==> src/rtl/serial_bridge.sv <==
// serial_bridge
// Device-side endpoint of the processor's memory-mapped serial interface.
//   TX path: bytes written by the datapath go into a small circular FIFO and
//            are sent as 8N1 UART frames on uart_tx_out (LSB first).
//   RX path: a one-byte holding register takes bytes from the host stream and
//            presents them to the datapath until they are consumed.
//
// Ports
//   clock            system clock, rising edge
//   reset            asynchronous, active-low reset
//   cpu_data_in      TX byte from the datapath
//   cpu_wren_in      TX write strobe, one byte per high cycle
//   cpu_ready_out    TX FIFO not full
//   cpu_data_out     RX byte presented to the datapath
//   cpu_valid_out    RX byte pending
//   cpu_rden_in      RX consume strobe
//   host_data_in     RX byte from the host
//   host_valid_in    host byte offered
//   host_ready_out   RX holding register empty
//   uart_tx_out      UART line, idle high, registered
//   tx_idle_out      TX FSM idle and FIFO empty
//   tx_overflow_out  sticky: a write was dropped because the FIFO was full
//   tx_state_out     debug view of the TX FSM state
//
// Handshakes: a host byte transfers on a cycle where host_valid_in and
// host_ready_out are both high; a CPU write is accepted on a cycle where
// cpu_wren_in and cpu_ready_out are both high (otherwise it is dropped and
// flagged); a consume takes effect only while cpu_valid_out is high.

module serial_bridge #(
  parameter int CLKS_PER_BIT = 434,
  parameter int FIFO_DEPTH   = 4
) (
  input  logic       clock,
  input  logic       reset,
  input  logic [7:0] cpu_data_in,
  input  logic       cpu_wren_in,
  output logic       cpu_ready_out,
  output logic [7:0] cpu_data_out,
  output logic       cpu_valid_out,
  input  logic       cpu_rden_in,
  input  logic [7:0] host_data_in,
  input  logic       host_valid_in,
  output logic       host_ready_out,
  output logic       uart_tx_out,
  output logic       tx_idle_out,
  output logic       tx_overflow_out,
  output logic [1:0] tx_state_out
);

  localparam int AW     = $clog2(FIFO_DEPTH);
  localparam int CW     = $clog2(CLKS_PER_BIT);
  localparam int CPB_M1 = CLKS_PER_BIT - 1;

  localparam logic [AW:0]   FULL_CNT = FIFO_DEPTH[AW:0];
  localparam logic [CW-1:0] CLK_LAST = CPB_M1[CW-1:0];

  localparam logic [1:0] S_IDLE  = 2'd0;
  localparam logic [1:0] S_START = 2'd1;
  localparam logic [1:0] S_DATA  = 2'd2;
  localparam logic [1:0] S_STOP  = 2'd3;

  // ---------------------------------------------------------------------
  // TX FIFO
  // ---------------------------------------------------------------------
  logic [7:0]    mem_q [FIFO_DEPTH];
  logic [AW-1:0] wr_ptr_q, wr_ptr_d;
  logic [AW-1:0] rd_ptr_q, rd_ptr_d;
  logic [AW:0]   count_q, count_d;
  logic          ovf_q, ovf_d;
  logic          full, push, pop;

  logic [1:0]    state_q, state_d;
  logic [7:0]    shift_q, shift_d;
  logic [2:0]    bit_cnt_q, bit_cnt_d;
  logic [CW-1:0] clk_cnt_q, clk_cnt_d;
  logic          tx_q, tx_d;

  // Fullness is judged on the registered count, so a write in the same
  // cycle as a pop from a full FIFO is still dropped.
  assign full = (count_q == FULL_CNT);
  assign push = cpu_wren_in && !full;
  assign pop  = (state_q == S_IDLE) && (count_q != '0);

  always_comb begin
    wr_ptr_d = wr_ptr_q;
    rd_ptr_d = rd_ptr_q;
    count_d  = count_q;
    ovf_d    = ovf_q | (cpu_wren_in && full);
    if (push) wr_ptr_d = wr_ptr_q + 1'b1;
    if (pop)  rd_ptr_d = rd_ptr_q + 1'b1;
    case ({push, pop})
      2'b10:   count_d = count_q + 1'b1;
      2'b01:   count_d = count_q - 1'b1;
      default: count_d = count_q;
    endcase
  end

  // Storage carries no reset; pointers and count define what is valid.
  always_ff @(posedge clock) begin
    if (push) mem_q[wr_ptr_q] <= cpu_data_in;
  end

  // ---------------------------------------------------------------------
  // TX FSM. The line is registered from the next-state decode so it
  // changes on the same edge as the state.
  // ---------------------------------------------------------------------
  always_comb begin
    state_d   = state_q;
    shift_d   = shift_q;
    bit_cnt_d = bit_cnt_q;
    clk_cnt_d = clk_cnt_q;
    tx_d      = 1'b1;
    case (state_q)
      S_IDLE: begin
        if (pop) begin
          shift_d   = mem_q[rd_ptr_q];
          bit_cnt_d = '0;
          clk_cnt_d = '0;
          state_d   = S_START;
          tx_d      = 1'b0;
        end
      end
      S_START: begin
        tx_d = 1'b0;
        if (clk_cnt_q == CLK_LAST) begin
          clk_cnt_d = '0;
          state_d   = S_DATA;
          tx_d      = shift_q[0];
        end else begin
          clk_cnt_d = clk_cnt_q + 1'b1;
        end
      end
      S_DATA: begin
        tx_d = shift_q[0];
        if (clk_cnt_q == CLK_LAST) begin
          clk_cnt_d = '0;
          shift_d   = {1'b0, shift_q[7:1]};
          if (bit_cnt_q == 3'd7) begin
            state_d = S_STOP;
            tx_d    = 1'b1;
          end else begin
            bit_cnt_d = bit_cnt_q + 1'b1;
            tx_d      = shift_q[1];
          end
        end else begin
          clk_cnt_d = clk_cnt_q + 1'b1;
        end
      end
      S_STOP: begin
        tx_d = 1'b1;
        if (clk_cnt_q == CLK_LAST) begin
          clk_cnt_d = '0;
          state_d   = S_IDLE;
        end else begin
          clk_cnt_d = clk_cnt_q + 1'b1;
        end
      end
      default: begin
        state_d = S_IDLE;
      end
    endcase
  end

  // ---------------------------------------------------------------------
  // RX holding register. Consume and capture are mutually exclusive since
  // capture needs the register empty and consume needs it full.
  // ---------------------------------------------------------------------
  logic       rx_valid_q, rx_valid_d;
  logic [7:0] rx_data_q, rx_data_d;

  always_comb begin
    rx_valid_d = rx_valid_q;
    rx_data_d  = rx_data_q;
    if (cpu_rden_in && rx_valid_q) begin
      rx_valid_d = 1'b0;
    end else if (host_valid_in && !rx_valid_q) begin
      rx_valid_d = 1'b1;
      rx_data_d  = host_data_in;
    end
  end

  always_ff @(posedge clock or negedge reset) begin
    if (!reset) begin
      wr_ptr_q   <= '0;
      rd_ptr_q   <= '0;
      count_q    <= '0;
      ovf_q      <= 1'b0;
      state_q    <= S_IDLE;
      shift_q    <= '0;
      bit_cnt_q  <= '0;
      clk_cnt_q  <= '0;
      tx_q       <= 1'b1;
      rx_valid_q <= 1'b0;
      rx_data_q  <= '0;
    end else begin
      wr_ptr_q   <= wr_ptr_d;
      rd_ptr_q   <= rd_ptr_d;
      count_q    <= count_d;
      ovf_q      <= ovf_d;
      state_q    <= state_d;
      shift_q    <= shift_d;
      bit_cnt_q  <= bit_cnt_d;
      clk_cnt_q  <= clk_cnt_d;
      tx_q       <= tx_d;
      rx_valid_q <= rx_valid_d;
      rx_data_q  <= rx_data_d;
    end
  end

  assign cpu_ready_out   = !full;
  assign cpu_data_out    = rx_data_q;
  assign cpu_valid_out   = rx_valid_q;
  assign host_ready_out  = !rx_valid_q;
  assign uart_tx_out     = tx_q;
  assign tx_idle_out     = (state_q == S_IDLE) && (count_q == '0);
  assign tx_overflow_out = ovf_q;
  assign tx_state_out    = state_q;

endmodule

==> config.mk <==
export PLATFORM = sky130hd
export DESIGN_NAME = serial_bridge
export DESIGN_NICKNAME = d
export VERILOG_FILES = /design/src/rtl/serial_bridge.sv
export SDC_FILE = /design/constraint.sdc
export NUM_CORES = 1
export LEC_CHECK = 0
export ABC_AREA = 1
export BUFFER_PORTS_ARGS = -buffer_cell sky130_fd_sc_hd__buf_2
export CAP_MARGIN = 20
export CORE_MARGIN = 1
export CORE_UTILIZATION = 58
export CTS_CLUSTER_DIAMETER = 200
export CTS_CLUSTER_SIZE = 24
export DETAILED_ROUTE_END_ITERATION = 7
export GPL_TIMING_DRIVEN = 0
export HOLD_SLACK_MARGIN = 0.08
export PLACE_DENSITY = 0.79
export SYNTH_ARGS = -nofsm -noshare
export SYNTH_HDL_FRONTEND = slang
export SYNTH_SLANG_ARGS = --single-unit
==> constraint.sdc <==
create_clock -name clock -period 2.25 [get_ports clock]
set_input_delay 0.225 -clock clock [delete_from_list [all_inputs] [get_ports clock]]
set_output_delay 0.225 -clock clock [all_outputs]
set_load 0.02 [all_outputs]
=== After elaboration in Yosys (flattened, before gate mapping) ===
Memories as Yosys holds them, arrays and structs flattened.
Cells that the tools add are included.

* Bits in registers: 40
* Memory bits (writable): 32
* Memories kept: 1

* $add $sub $neg: 6
* Eq/ne operators: 14
* Muxes and demuxes: 26
* Bitwise logic cells: 2
* Reductions and logical operators: 19

{| class="wikitable"
|+ Memories
! name !! words !! bits a word !! read ports !! clocked after memory_dff !! write ports !! RTL line !! source
|-
| mem_q || 4 || 8 || 1 || 0 || 1 || 66 || <nowiki>logic [7:0] mem_q [FIFO_DEPTH];</nowiki>
|}

{| class="wikitable"
|+ Operator list
! kind !! count
|-
| two-way mux 9 bit || 2
|-
| case mux 9 bit (2 select lines) || 1
|-
| two-way mux 8 bit || 2
|-
| case mux 8 bit (2 select lines) || 1
|-
| inequality test 2 bit, second input constant || 6
|-
| case mux 3 bit (2 select lines) || 2
|-
| two-way mux 2 bit || 5
|-
| adder 9 x 1 -> 9 bit, second input constant || 1
|-
| equality test 9 bit, second input constant || 1
|-
| two-way mux 3 bit || 3
|-
| two-way mux 1 bit || 8
|-
| case mux 2 bit (4 select lines) || 1
|-
| adder 3 x 1 -> 3 bit, second input constant || 2
|-
| equality test 2 bit, second input constant || 3
|-
| equality test 3 bit, second input constant || 2
|-
| logical AND 1 bit || 6
|-
| nonzero test 2 bit || 3
|-
| AND reduction 5 bit || 1
|-
| adder 2 x 1 -> 2 bit, second input constant || 2
|-
| equality test 2 x 1 -> 1 bit, second input constant || 2
|-
| case mux 1 bit (4 select lines) || 1
|-
| AND reduction 4 bit || 1
|-
| zero test 3 bit || 1
|-
| AND reduction 3 bit || 1
|-
| other kinds (8) || 9
|}

=== Depth between registers and ports, before layout ===
Gate-level depths: netlist of the first run.

* Word-level depth: 5
* Gate-level depth with buffers: 10

=== Least setup slack after synthesis of the first run ===
OpenSTA, ideal clock, no wires.

* Kind: reg2reg
* From: register state_q[0], in the netlist tx_state_out[0]
* To: register count_q[2]
* Arrival: 1.992 ns
* Slack: 0.127 ns
* Cell stages (with the launch flop): 11
* Buffers on the path: 0
* Clock period less this slack: 2.123 ns
* Cell sequence: dfrtp_1 -> inv_1 -> ha_1 -> nand2_1 -> inv_1 -> ha_1 -> inv_1 -> fa_1 -> a21oi_1 -> o21ai_0 -> xor2_1

* Cells in the longest elaborated chain, start to end: 4
* Elaborated cells between the ends (all ways): 6
* Those cells by class: 2 x eq/ne; 1 x mux; 3 x reduce/logical

{| class="wikitable"
|+ RTL lines
! item !! RTL line !! source
|-
| start, declared || 73 || <nowiki>logic [1:0] state_q, state_d;</nowiki>
|-
| start signal, assigned || 201 || <nowiki>state_q <= state_d;</nowiki>
|-
| zero test 2 bit (*) || 83 || <nowiki>assign pop = (state_q == S_IDLE) && (count_q != '0);</nowiki>
|-
| logical AND 1 bit (*) || 83 ||
|-
| net pop || 71 || <nowiki>logic full, push, pop;</nowiki>
|-
| equality test 2 x 1 -> 1 bit or equality test 2 bit (tied branches) || 92 || <nowiki>case ({push, pop})</nowiki>
|-
| case mux 3 bit (2 select lines) or nonzero test 2 bit (tied branches) || - ||
|-
| end signal, assigned || 199 || <nowiki>count_q <= count_d;</nowiki>
|-
| end, declared || 69 || <nowiki>logic [AW:0] count_q, count_d;</nowiki>
|}

Mark *: on every way through the listed nets, which the timed path passes. The rest lies on a longest branch.
A chain may end at the register's enable or synchronous reset.

=== Worst setup path after layout of the first run ===
Same ends and word-level chain as after synthesis.

==> metrics.md, run 1 <==
| Metric | Value |
|---|---|
| Status | `finished clean` |
| IO Port Bufs | `36` |
| Core area | `0.00557 mm2` |
| Int Power | `2.17 mW` |
| Clk Latency, worst-skew pair | `0.35 ns` |
| Dpl hpwl | `4410 um` |
| Final Net Count | `425` |
| CP arrival | `2.33 ns` |
| Final worst slack | `0.142 ns` |
| Clk network pwr share | `0.290` |
| Grt ovf | `0` |
| Layout Cell Area excl Fill | `0.00390 mm2` |
| Switch share | `0.304` |
| Final Max Slew Viols | `0` |
| Seq/Total Area, Yosys | `0.577` |
| Clk sinks | `72` |
| Area share of the largest cell type after synthesis | `0.287` |
| Worst slew margin | `0.408` |
| Cells along the critical path | `inv_2, ha_4, nand2_1, inv_1, ha_1, inv_1, fa_1, a21oi_1, o21ai_0, xor2_1` |
| CTS tree | `yes` |
| Avg Vias per Cell | `5.14` |
| Maximum clock path buffer count | `2` |
| RR Endpoint | `count_q[2]$_DFFE_PN0P_` |
| Die Area | `0.00618 mm2` |
| Setup bufs post-CTS | `0` |
| Drc violations | `0` |
| Cell mode on critical path | `inv_1` |
| Final Hold Vio Count | `0` |
| Largest net degree at the start of global routing | `41` |
| Max Cap Violations | `0` |
| Crit path kind | `flip-flop to flip-flop` |
| Async SR Flop Fraction | `0.556` |
| DP Worst Slack | `-0.0459 ns` |
| Maximum fanout along the worst path | `5` |
| Number of buffers created by CTS | `9` |
| Final core occ | `0.699` |
| Synthesized instance count | `339` |
| Sw power | `0.950 mW` |
| Chip width | `78.6 um` |
| CP startpoint | `tx_state_out[0]$_DFFE_PN0P_` |
| Post-synth EDFFs | `32` |
| Crit. End Element | `flip-flop` |
| Placed cell areas | `0.00367 mm2` |
| Initial antenna violation count | `0` |
| R2R cell count | `10` |
| Worst Path Required | `2.47 ns` |
| RSZ-0062 raised after global routing | `no` |
| Initial Utilization | `0.610` |
| H-tree depth | `3` |
| Antenna diode count | `0` |
| P&R area growth vs syn | `14.5%` |
| Ys flop type | `dfrtp_1` |
| Num ports | `37` |
| Die H | `78.6 um` |
| Gate power share | `0.173` |
| FF-to-FF setup slack | `0.14 ns` |
| Number of placed cells counting well taps | `447` |
| Area leader, netlist | `dfrtp_1` |
| Power per cell area | `801 mW/mm2` |
| Top post-synthesis cells by area | `dfrtp_1 (29%), edfxtp_1 (28%), nand2_1 (12%)` |
| Max Clock Freq | `0.474 GHz` |
| Worst Tran Pin Value | `0.889 ns` |
| Lkg Pwr | `1.82 nW` |
| Delay of the slowest critical-path stage | `0.44 ns` |
| Worst R2R Start | `tx_state_out[0]$_DFFE_PN0P_` |
| Sequential power share | `0.538` |
| Clock root buffer | `clkbuf_8` |
| GRT Overall Usage | `0.233` |
| Synthesized area per cell | `10.0 um2` |
| Non-Filler Instances | `466` |
| Fraction of layout cells with a size suffix above 1 | `0.256` |
| Count of different cell masters after synthesis | `34` |
| Hold Path Class | `primary input to flip-flop` |
| Critical Path End | `count_q[2]$_DFFE_PN0P_` |
| Skew final | `0.00775 ns` |
| Aggregate routed wire length | `6420 um` |
| DR WL/cell | `13.8 um` |
| CTS clock-pin slew for the worst setup and hold paths | `0.08 ns` |
| DR vias | `2396` |
| Critical-path top delay cell | `dfrtp_2` |
| Post-Syn Area | `0.00340 mm2` |
| Number of global-route vias before repair | `2369` |
| Synthesized flop and latch total | `72` |
| Final setup violation count | `0` |
| Synth top cells by count | `nand2_1 (111), dfrtp_1 (39), edfxtp_1 (32)` |
| First-pass GRT wire length | `10800 um` |
| Initial drt markers | `132` |
| Crit path launch type | `flip-flop` |
| Most common cell in the netlist | `nand2_1` |
| # rows | `27` |
| Routed Antenna Nets | `0` |
| GP Congestion | `0.806` |
| Syn Nets | `375` |
| Period utilization | `0.937` |
| Yosys warns | `0` |
| Fillers | `418` |
| Pre-antenna DRT Iters | `4` |
| Minimum clock period | `2.11 ns` |
| Worst ir drop on vdd | `0.000722 V` |
cells by family (layout without fill, tap and decap cells):
group                    after synthesis  after routing  synth area share
AND/OR/NAND/NOR                      180            180             0.243
flip-flops                            72             72             0.577
buffers and inverters                 37             92            0.0441
AO/OA/AOI/OAI                         22             22            0.0394
adder cells (fa/ha/maj)               15             15            0.0574
multiplexers                           8              8            0.0265
XOR/XNOR                               5              5            0.0129
per-stage QoR:
step	setup TNS (ns)	hold slack (ns)	power, mW
2_1_floorplan	0	-0.0706	2.04
3_3_place_gp	0	0.403	2.20
3_5_place_dp	-0.0459	0.402	2.23
4_1_cts	0	0.0803	3.12
5_1_grt	0	0.0899	3.27
6_report	0	0.0936	3.12
power groups by stage:
stage | sequential, mW | combinational, mW | clock (mW)
6_report | 1.68 | 0.539 | 0.903
5_1_grt | 1.70 | 0.612 | 0.966
4_1_cts | 1.67 | 0.539 | 0.916
3_5_place_dp | 1.70 | 0.530 | 0
2_1_floorplan | 1.72 | 0.317 | 0
3_3_place_gp | 1.69 | 0.510 | 0
layout make-up:
type                            count  area (um2)  share of cell area
Buffer                              5        27.5             0.00706
Clock buffer                        9         124              0.0318
Clock inverter                      7        47.5              0.0122
Inverter                           32         123              0.0315
Multi-Input combinational cell    230        1310               0.336
Sequential cell                    72        1970               0.504
Tap cell                           72        90.1              0.0231
Timing Repair Buffer               39         210              0.0539
how the worst min path moves through the flow:
stage,startpoint,end,slack (ns),cells after the start
2_1_floorplan,reset,bit_cnt_q[0]$_DFFE_PN0P_,-0.07,0
3_3_place_gp,reset,shift_q[3]$_DFFE_PN0P_,0.40,1
5_1_grt,cpu_data_in[3],mem_q[2][3]$_DFFE_PP_,0.09,1
3_5_place_dp,reset,clk_cnt_q[0]$_DFFE_PN0P_,0.40,1
4_1_cts,cpu_data_in[2],mem_q[3][2]$_DFFE_PP_,0.08,1
6_report,cpu_data_in[3],mem_q[2][3]$_DFFE_PP_,0.09,1
critical path, delay by kind of cell, from the launching register on:
family	cells	cell delay (ns)
flops	1	0.44
xor+xnor	1	0.16
buf+inv	3	0.32
simple gates	1	0.09
compound gates	2	0.25
fa+ha+maj	3	0.74
flip-flops by register name, summed over array words and instances, names as in the netlist:
name and cells:
mem_q 32, clk_cnt_q 9, cpu_data_out 8, shift_q 8, bit_cnt_q 3, count_q 3
rd_ptr_q 2, tx_state_out 2, wr_ptr_q 2, cpu_valid_out 1, tx_overflow_out 1, uart_tx_out 1
layout by cell type, fill, tap and decap left out, types with 3 or more instances in the layout:
cell type,instances
mux2_2,8
a21oi_1,8
edfxtp_1,32
nor2_1,23
xor2_1,4
ha_1,13
inv_2,10
nand3_1,26
nand2_1,110
nand2_2,3
dlygate4sd3_1,3
nand2_4,4
clkbuf_8,9
buf_2,40
inv_1,21
o21ai_0,7
nor2_4,5
clkinvlp_4,4
dfrtp_1,37
repair_timing:
action / 4_1_cts / 5_1_grt
gates resized for setup: 1 / 7
setup endpoints to repair: 1 / 1
hold endpoints to repair: 47 / 0
hold buffers: 3 / 0
per-layer routing:
layer,GRT usage,wire length (um)
met5,0,0
met4,0.0833,82
met3,0.0523,261
met2,0.383,3190
met1,0.302,2880
No activity file was read; power rests on OpenSTA's default activity.
==> inputs of run 2 (changes only) <==
Settings changed: ABC_AREA 1 to unset.
Clock period 2.25 ns to 2 ns, I/O delays scaled along.
==> run 2 against run 1 <==
Combinational power rose to 4.5 times the previous value; critical path type unchanged; first-iteration DRC count fell by 58%; global-route usage fell by 0.54 points; flip-flop and latch count did not move; critical endpoint is now shift_q[5]$_DFFE_PN0P_; synthesized area fell by 4.4%.
==> metrics.md, run 2 <==
| Metric | Value |
|---|---|
| DP Worst Slack | `-0.156 ns` |
| Power per cell area | `1410 mW/mm2` |
| Int Power | `3.64 mW` |
| Main combinational cell family by area after synthesis | `multiplexers` |
| Clock root buffer | `clkbuf_8` |
| Max Cap Violations | `0` |
| Biggest register | `mem_q` |
| Lkg Pwr | `1.74 nW` |
| CTS clock-pin slew for the worst setup and hold paths | `0.08 ns` |
| Biggest regs | `mem_q (32), clk_cnt_q (9)` |
| Aggregate routed wire length | `6030 um` |
| Final worst slack | `0.0751 ns` |
| Final Hold Vio Count | `0` |
| GP Congestion | `0.743` |
| Count of different cell masters after synthesis | `45` |
| Max Clock Freq | `0.520 GHz` |
| Synthesized flop and latch total | `72` |
| Skew final | `0.0103 ns` |
| Synthesized area per cell | `13.4 um2` |
| P&R area growth vs syn | `23.9%` |
| Worst Tran Pin Value | `0.880 ns` |
| GRT Overall Usage | `0.227` |
| Die H | `76.9 um` |
| Dpl hpwl | `3740 um` |
| Final Net Count | `351` |
| Period utilization | `0.962` |
| Synthesized instance count | `242` |
| Routed Antenna Nets | `0` |
| Crit path kind | `flip-flop to flip-flop` |
| DR vias | `2051` |
| Critical path's top delay family | `simple AND/OR/NAND/NOR gates` |
| RSZ-0062 raised after global routing | `yes` |
| Status | `finished clean` |
| Syn Nets | `278` |
| Hold Path Class | `primary input to flip-flop` |
| Layout Cell Area excl Fill | `0.00403 mm2` |
| H-tree depth | `3` |
| Initial Utilization | `0.621` |
| Worst Path Required | `2.23 ns` |
| Post-Synth Simple-Gate Area | `0.0896` |
| Delay of the slowest critical-path stage | `0.50 ns` |
| Sequential power share | `0.396` |
| Drc violations | `0` |
| Synth Area in Adders | `0.0600` |
| CP arrival | `2.16 ns` |
| Grt ovf | `0` |
| Pre-antenna DRT Iters | `4` |
| Async SR Flop Fraction | `0.556` |
| Post-Syn Area | `0.00325 mm2` |
| # rows | `26` |
| Sw power | `2.06 mW` |
| Cells along the critical path | `inv_4, ha_4, or4b_4, inv_4, buf_6, a211oi_4, buf_12, mux2_2` |
| First-pass GRT wire length | `9970 um` |
| Fraction of layout cells with a size suffix above 1 | `0.378` |
| IO Port Bufs | `36` |
| Initial drt markers | `56` |
| Die Area | `0.00591 mm2` |
| CTS tree | `yes` |
| Synth top cells by count | `dfrtp_1 (39), edfxtp_1 (32), mux2_2 (31)` |
| Maximum fanout along the worst path | `9` |
| Compound-Gate Fraction of Synth Area | `0.0558` |
| Cell mode on critical path | `inv_4` |
| Final core occ | `0.769` |
| Clk Latency, worst-skew pair | `0.35 ns` |
| Ys flop type | `dfrtp_1` |
| Worst ir drop on vdd | `0.000906 V` |
| Seq/Total Area, Yosys | `0.604` |
| Yosys warns | `0` |
| Largest net degree at the start of global routing | `41` |
| Number of buffers created by CTS | `9` |
| Worst slew margin | `0.413` |
| DR WL/cell | `15.5 um` |
| Placed cell areas | `0.00354 mm2` |
| CP Buf/Inv Count | `4` |
| Num ports | `37` |
| Final setup violation count | `0` |
| Most common cell in the netlist | `dfrtp_1` |
| Initial antenna violation count | `0` |
| Minimum clock period | `1.92 ns` |
| Avg Vias per Cell | `5.26` |
| Crit. End Element | `flip-flop` |
| Maximum clock path buffer count | `2` |
| Most frequent cells in the layout | `buf_2 (37), dfrtp_1 (37), edfxtp_1 (32), mux2_2 (31)` |
| Clk sinks | `72` |
| Post-Synth XOR/XNOR Area | `0.0350` |
| Clk network pwr share | `0.174` |
| Core area | `0.00524 mm2` |
| Tot Pwr | `5.70 mW` |
| Mux share of post-synthesis cell area | `0.124` |
| Critical-path top delay cell | `or4b_4` |
| Chip width | `76.9 um` |
| Number of global-route vias before repair | `2036` |
| Final Max Slew Viols | `0` |
| Crit path launch type | `flip-flop` |
| Top post-synthesis cells by area | `dfrtp_1 (30%), edfxtp_1 (30%), mux2_2 (11%)` |
| Post-synth EDFFs | `32` |
| Max FFs per register | `32` |
| Area share of the largest cell type after synthesis | `0.300` |
| Antenna diode count | `0` |
| Gate power share | `0.430` |
| Setup TNS | `0 ns` |
| Area leader, netlist | `dfrtp_1` |
| Switch share | `0.362` |
## run 2: final cells by class
class                      instances  area (um2)
fill                             318        1210
clock inverter                     7        48.8
tap                               70        87.6
inverter                          20        80.1
sequential                        72        1970
clock buffer                       9         124
timing repair buffer              65         463
buffer                             4        18.8
multi-input combinational        143        1240
## run 2: final timing paths
kind	start	endpoint	depth (start not counted)	slack [ns]
worst max-delay path	tx_state_out[0]$_DFFE_PN0P_	shift_q[5]$_DFFE_PN0P_	8	0.08
max in group asynchronous	reset	tx_state_out[1]$_DFFE_PN0P_	2	0.88
worst min register to register	tx_overflow_out$_DFF_PN0_	tx_overflow_out$_DFF_PN0_	1	0.48
min in group asynchronous	reset	shift_q[1]$_DFFE_PN0P_	2	0.50
worst min-delay path	host_data_in[3]	cpu_data_out[3]$_DFFE_PN0P_	2	0.1
worst max register to register	tx_state_out[0]$_DFFE_PN0P_	shift_q[5]$_DFFE_PN0P_	8	0.08
## run 2: worst reg2reg max path, cell delays in order (launching register included)
cell      delay (ns)
dfrtp_2         0.43
inv_4           0.07
ha_4            0.14
or4b_4          0.51
inv_4           0.09
buf_6           0.10
a211oi_4        0.04
buf_12          0.15
mux2_2          0.27
## run 2: cells by family (layout without fill, tap and decap cells)
family                   Yosys count  count (layout)
AO/OA/AOI/OAI                     27              27
AND/OR/NAND/NOR                   53              53
multiplexers                      35              35
flip-flops                        72              72
adder cells (fa/ha/maj)           15              15
XOR/XNOR                          13              13
buffers and inverters             27             105
## run 2: per-layer routing
metal,vias up,part of all wire,GRT usage
met1,995,0.45,0.296
met2,41,0.50,0.355
met5,-,0,0
met4,0,0.0080,0.0808
met3,5,0.044,0.0750
li1,1010,-,-
## run 2: what timing repair did
item,4_1_cts,5_1_grt
hold buffers,16,1
gates cloned,0,0
endpoints found under the hold margin,78,1
resized for setup,10,9
endpoints found under the setup margin,10,10
setup buffers,10,3
pin swaps,2,1
## run 2: power groups by stage
stage               sequential, mW  combinational (mW)  clock (mW)
floorplan                     2.32                1.50           0
global placement              2.26                2.01           0
detailed placement            2.28                2.07           0
CTS                           2.25                2.37        1.01
global route                  2.30                2.71        1.07
finish                        2.26                2.45       0.992
## run 2: metrics by stage
stage / hold WS (ns) / instances
2_1_floorplan: -0.0956 / 242
3_3_place_gp: 0.368 / 348
3_5_place_dp: 0.370 / 348
4_1_cts: 0.0821 / 389
5_1_grt: 0.0928 / 390
6_report: 0.0978 / 390
==> inputs of run 3 (changes only) <==
Settings changed: BUFFER_PORTS_ARGS -buffer_cell sky130_fd_sc_hd__buf_2 to unset, CORE_UTILIZATION 58 to 59, DONT_BUFFER_PORTS set to 1, PLACE_DENSITY 0.79 to unset, PLACE_DENSITY_LB_ADDON set to 0.3.
Clock period 2 ns to 2.1 ns, I/O delays scaled along.
==> run 3 against run 2 <==
Flip-flop and latch count unchanged; worst hold slack improved by 0.25 ns; count of clock-buffer cells in the layout unchanged; register-to-register slack got worse by 0.03 ns; combinational power decreased by 13%; clock skew decreased by 0.0013 ns; clock power decreased by 1%; sequential share of layout area increased by 2.0 points; global-route usage increased by 2.3 points; worst setup slack got worse by 0.033 ns; critical endpoint unchanged; largest cell class unchanged.
==> metrics.md, run 3 (same netlist as run 2, synthesis figures left out) <==
| Metric | Value |
|---|---|
| Maximum clock path buffer count | `2` |
| Multi-input logic area | `0.00124 mm2` |
| Minimum clock period | `2.06 ns` |
| Final Max Slew Viols | `0` |
| CTS tree | `yes` |
| Aggregate routed wire length | `6390 um` |
| Clk Latency, worst-skew pair | `0.34 ns` |
| Fillers | `338` |
| Commonest non-fill, non-tap cell in the layout | `dfrtp_1` |
| GP Congestion | `0.726` |
| Number of global-route vias before repair | `2165` |
| Crit path kind | `flip-flop to flip-flop` |
| CP arrival | `2.29 ns` |
| Fraction of layout cells with a size suffix above 1 | `0.295` |
| RSZ-0062 raised after global routing | `yes` |
| Period utilization | `0.980` |
| IO Port Bufs | `0` |
| Hold Path Class | `primary input to async pin` |
| Tot Pwr | `5.39 mW` |
| # rows | `26` |
| Max FFs per register | `32` |
| Worst slew margin | `0.652` |
| Pre-antenna DRT Iters | `4` |
| Max Clock Freq | `0.486 GHz` |
| Drc violations | `0` |
| Core area | `0.00520 mm2` |
| Max Cap Violations | `0` |
| Number of placed cells counting well taps | `312` |
| Crit. End Element | `flip-flop` |
| Maximum fanout along the worst path | `9` |
| Skew final | `0.00903 ns` |
| DR vias | `2001` |
| Worst ir drop on vdd | `0.000948 V` |
| RR Endpoint | `shift_q[5]$_DFFE_PN0P_` |
| Sequential Area | `0.00197 mm2` |
| Final Net Count | `316` |
| Grt ovf | `0` |
| Worst R2R Start | `tx_state_out[1]$_DFFE_PN0P_` |
| P&R area growth vs syn | `19.2%` |
| Worst Tran Pin Value | `0.522 ns` |
| Final Hold Vio Count | `0` |
| Delay of the slowest critical-path stage | `0.49 ns` |
| Initial Utilization | `0.625` |
| Crit path launch type | `flip-flop` |
| DR WL/cell | `18.0 um` |
| Avg Vias per Cell | `5.64` |
| Clk sinks | `72` |
| Power per cell area | `1390 mW/mm2` |
| Biggest regs | `mem_q (32), clk_cnt_q (9)` |
| First-pass GRT wire length | `10800 um` |
| Chip width | `76.2 um` |
| Initial drt markers | `129` |
| Worst Path Required | `2.33 ns` |
| Num ports | `37` |
| GRT Overall Usage | `0.250` |
| FF-to-FF setup slack | `0.04 ns` |
| CTS clock-pin slew for the worst setup and hold paths | `0.08 ns` |
| Biggest register | `mem_q` |
| H-tree depth | `3` |
| Die Area | `0.00581 mm2` |
| R2R cell count | `8` |
| Final setup violation count | `0` |
| Clock root buffer | `clkbuf_8` |
| Initial antenna violation count | `0` |
| Antenna diode count | `0` |
| Status | `finished clean` |
| Most frequent cells in the layout | `dfrtp_1 (37), edfxtp_1 (32), mux2_2 (31), dlygate4sd3_1 (19), inv_1 (16)` |
| Cells along the critical path | `inv_2, ha_4, or4b_1, buf_6, inv_6, a211oi_4, buf_12, mux2_2` |
| Routed Antenna Nets | `0` |
| Dpl hpwl | `3850 um` |
| Die H | `76.2 um` |
| Non-Filler Instances | `355` |
| Largest net degree at the start of global routing | `41` |
| Critical-path top delay cell | `dfrtp_2` |
| Number of buffers created by CTS | `9` |
| Lkg Pwr | `1.62 nW` |
run 3: report_power, final:
group | leakage, nW | total (mW) | internal [mW] | switching, mW
clock | 0.0878 | 0.981 | 0.438 | 0.543
combinational | 0.754 | 2.12 | 1.04 | 1.08
sequential | 0.778 | 2.29 | 1.90 | 0.391
total | 1.62 | 5.39 | 3.38 | 2.01
run 3: cell type report:
class                   instances  share of cell area
repair inverters                1            0.000969
repair buffers                 28              0.0730
inverters                      20              0.0213
plain buffers                   5             0.00775
well taps                      70              0.0226
clock inverters                 7              0.0142
multi-input cells             143               0.321
flip-flops and latches         72               0.507
clock buffers                   9              0.0320
run 3: metal layers:
metal  routed length [um]  GRT usage
met5                    0          0
met4                   84     0.0827
met3                  307     0.0814
met2                 3400      0.437
met1                 2600      0.290
run 3: worst max-delay path by stage:
| stage | startpoint | endpoint | slack, ns | depth (start not counted) |
|---|---|---|---|---|
| CTS | tx_state_out[0]$_DFFE_PN0P_ | count_q[2]$_DFFE_PN0P_ | 0.005 | 9 |
| floorplan | tx_state_out[1]$_DFFE_PN0P_ | shift_q[0]$_DFFE_PN0P_ | 0.02 | 7 |
| finish | tx_state_out[1]$_DFFE_PN0P_ | shift_q[5]$_DFFE_PN0P_ | 0.04 | 8 |
| global route | tx_state_out[1]$_DFFE_PN0P_ | count_q[2]$_DFFE_PN0P_ | -0.02 | 9 |
| global placement | tx_state_out[1]$_DFFE_PN0P_ | shift_q[5]$_DFFE_PN0P_ | -0.27 | 7 |
| detailed placement | tx_state_out[1]$_DFFE_PN0P_ | count_q[2]$_DFFE_PN0P_ | -0.37 | 9 |
run 3: per-stage QoR:
| step | hold slack, ns | util | instance area (um2) | setup TNS, ns | worst slack (ns) |
|---|---|---|---|---|---|
| floorplan | -0.0856 | - | 3250 | 0 | 0.0177 |
| finish | 0.348 | 0.744 | 3870 | 0 | 0.0420 |
| detailed placement | -0.0844 | 0.642 | 3340 | -3.66 | -0.367 |
| global route | 0.342 | 0.744 | 3870 | -0.0238 | -0.0198 |
| CTS | 0.340 | 0.739 | 3850 | 0 | 0.00530 |
| global placement | -0.0840 | 0.642 | 3340 | -2.92 | -0.274 |
run 3: timing repair:
| item | 4_1_cts | 5_1_grt |
|---|---|---|
| pin swaps | 3 | 3 |
| setup buffers | 5 | 3 |
| gates resized for setup | 19 | 5 |
| endpoints found under the hold margin | 83 | 0 |
| hold buffers | 20 | 0 |
| endpoints found under the setup margin | 19 | 11 |
| gates cloned | 1 | 0 |
run 3: worst max-delay path: cells and delay by family, from the launching register on:
kind	cells	cell delay [ns]
adders and majority gates	1	0.14
muxes	1	0.27
and+or+nand+nor	1	0.45
DFF	1	0.49
AOI/OAI and AO/OA	1	0.05
buffers and inverters	4	0.54
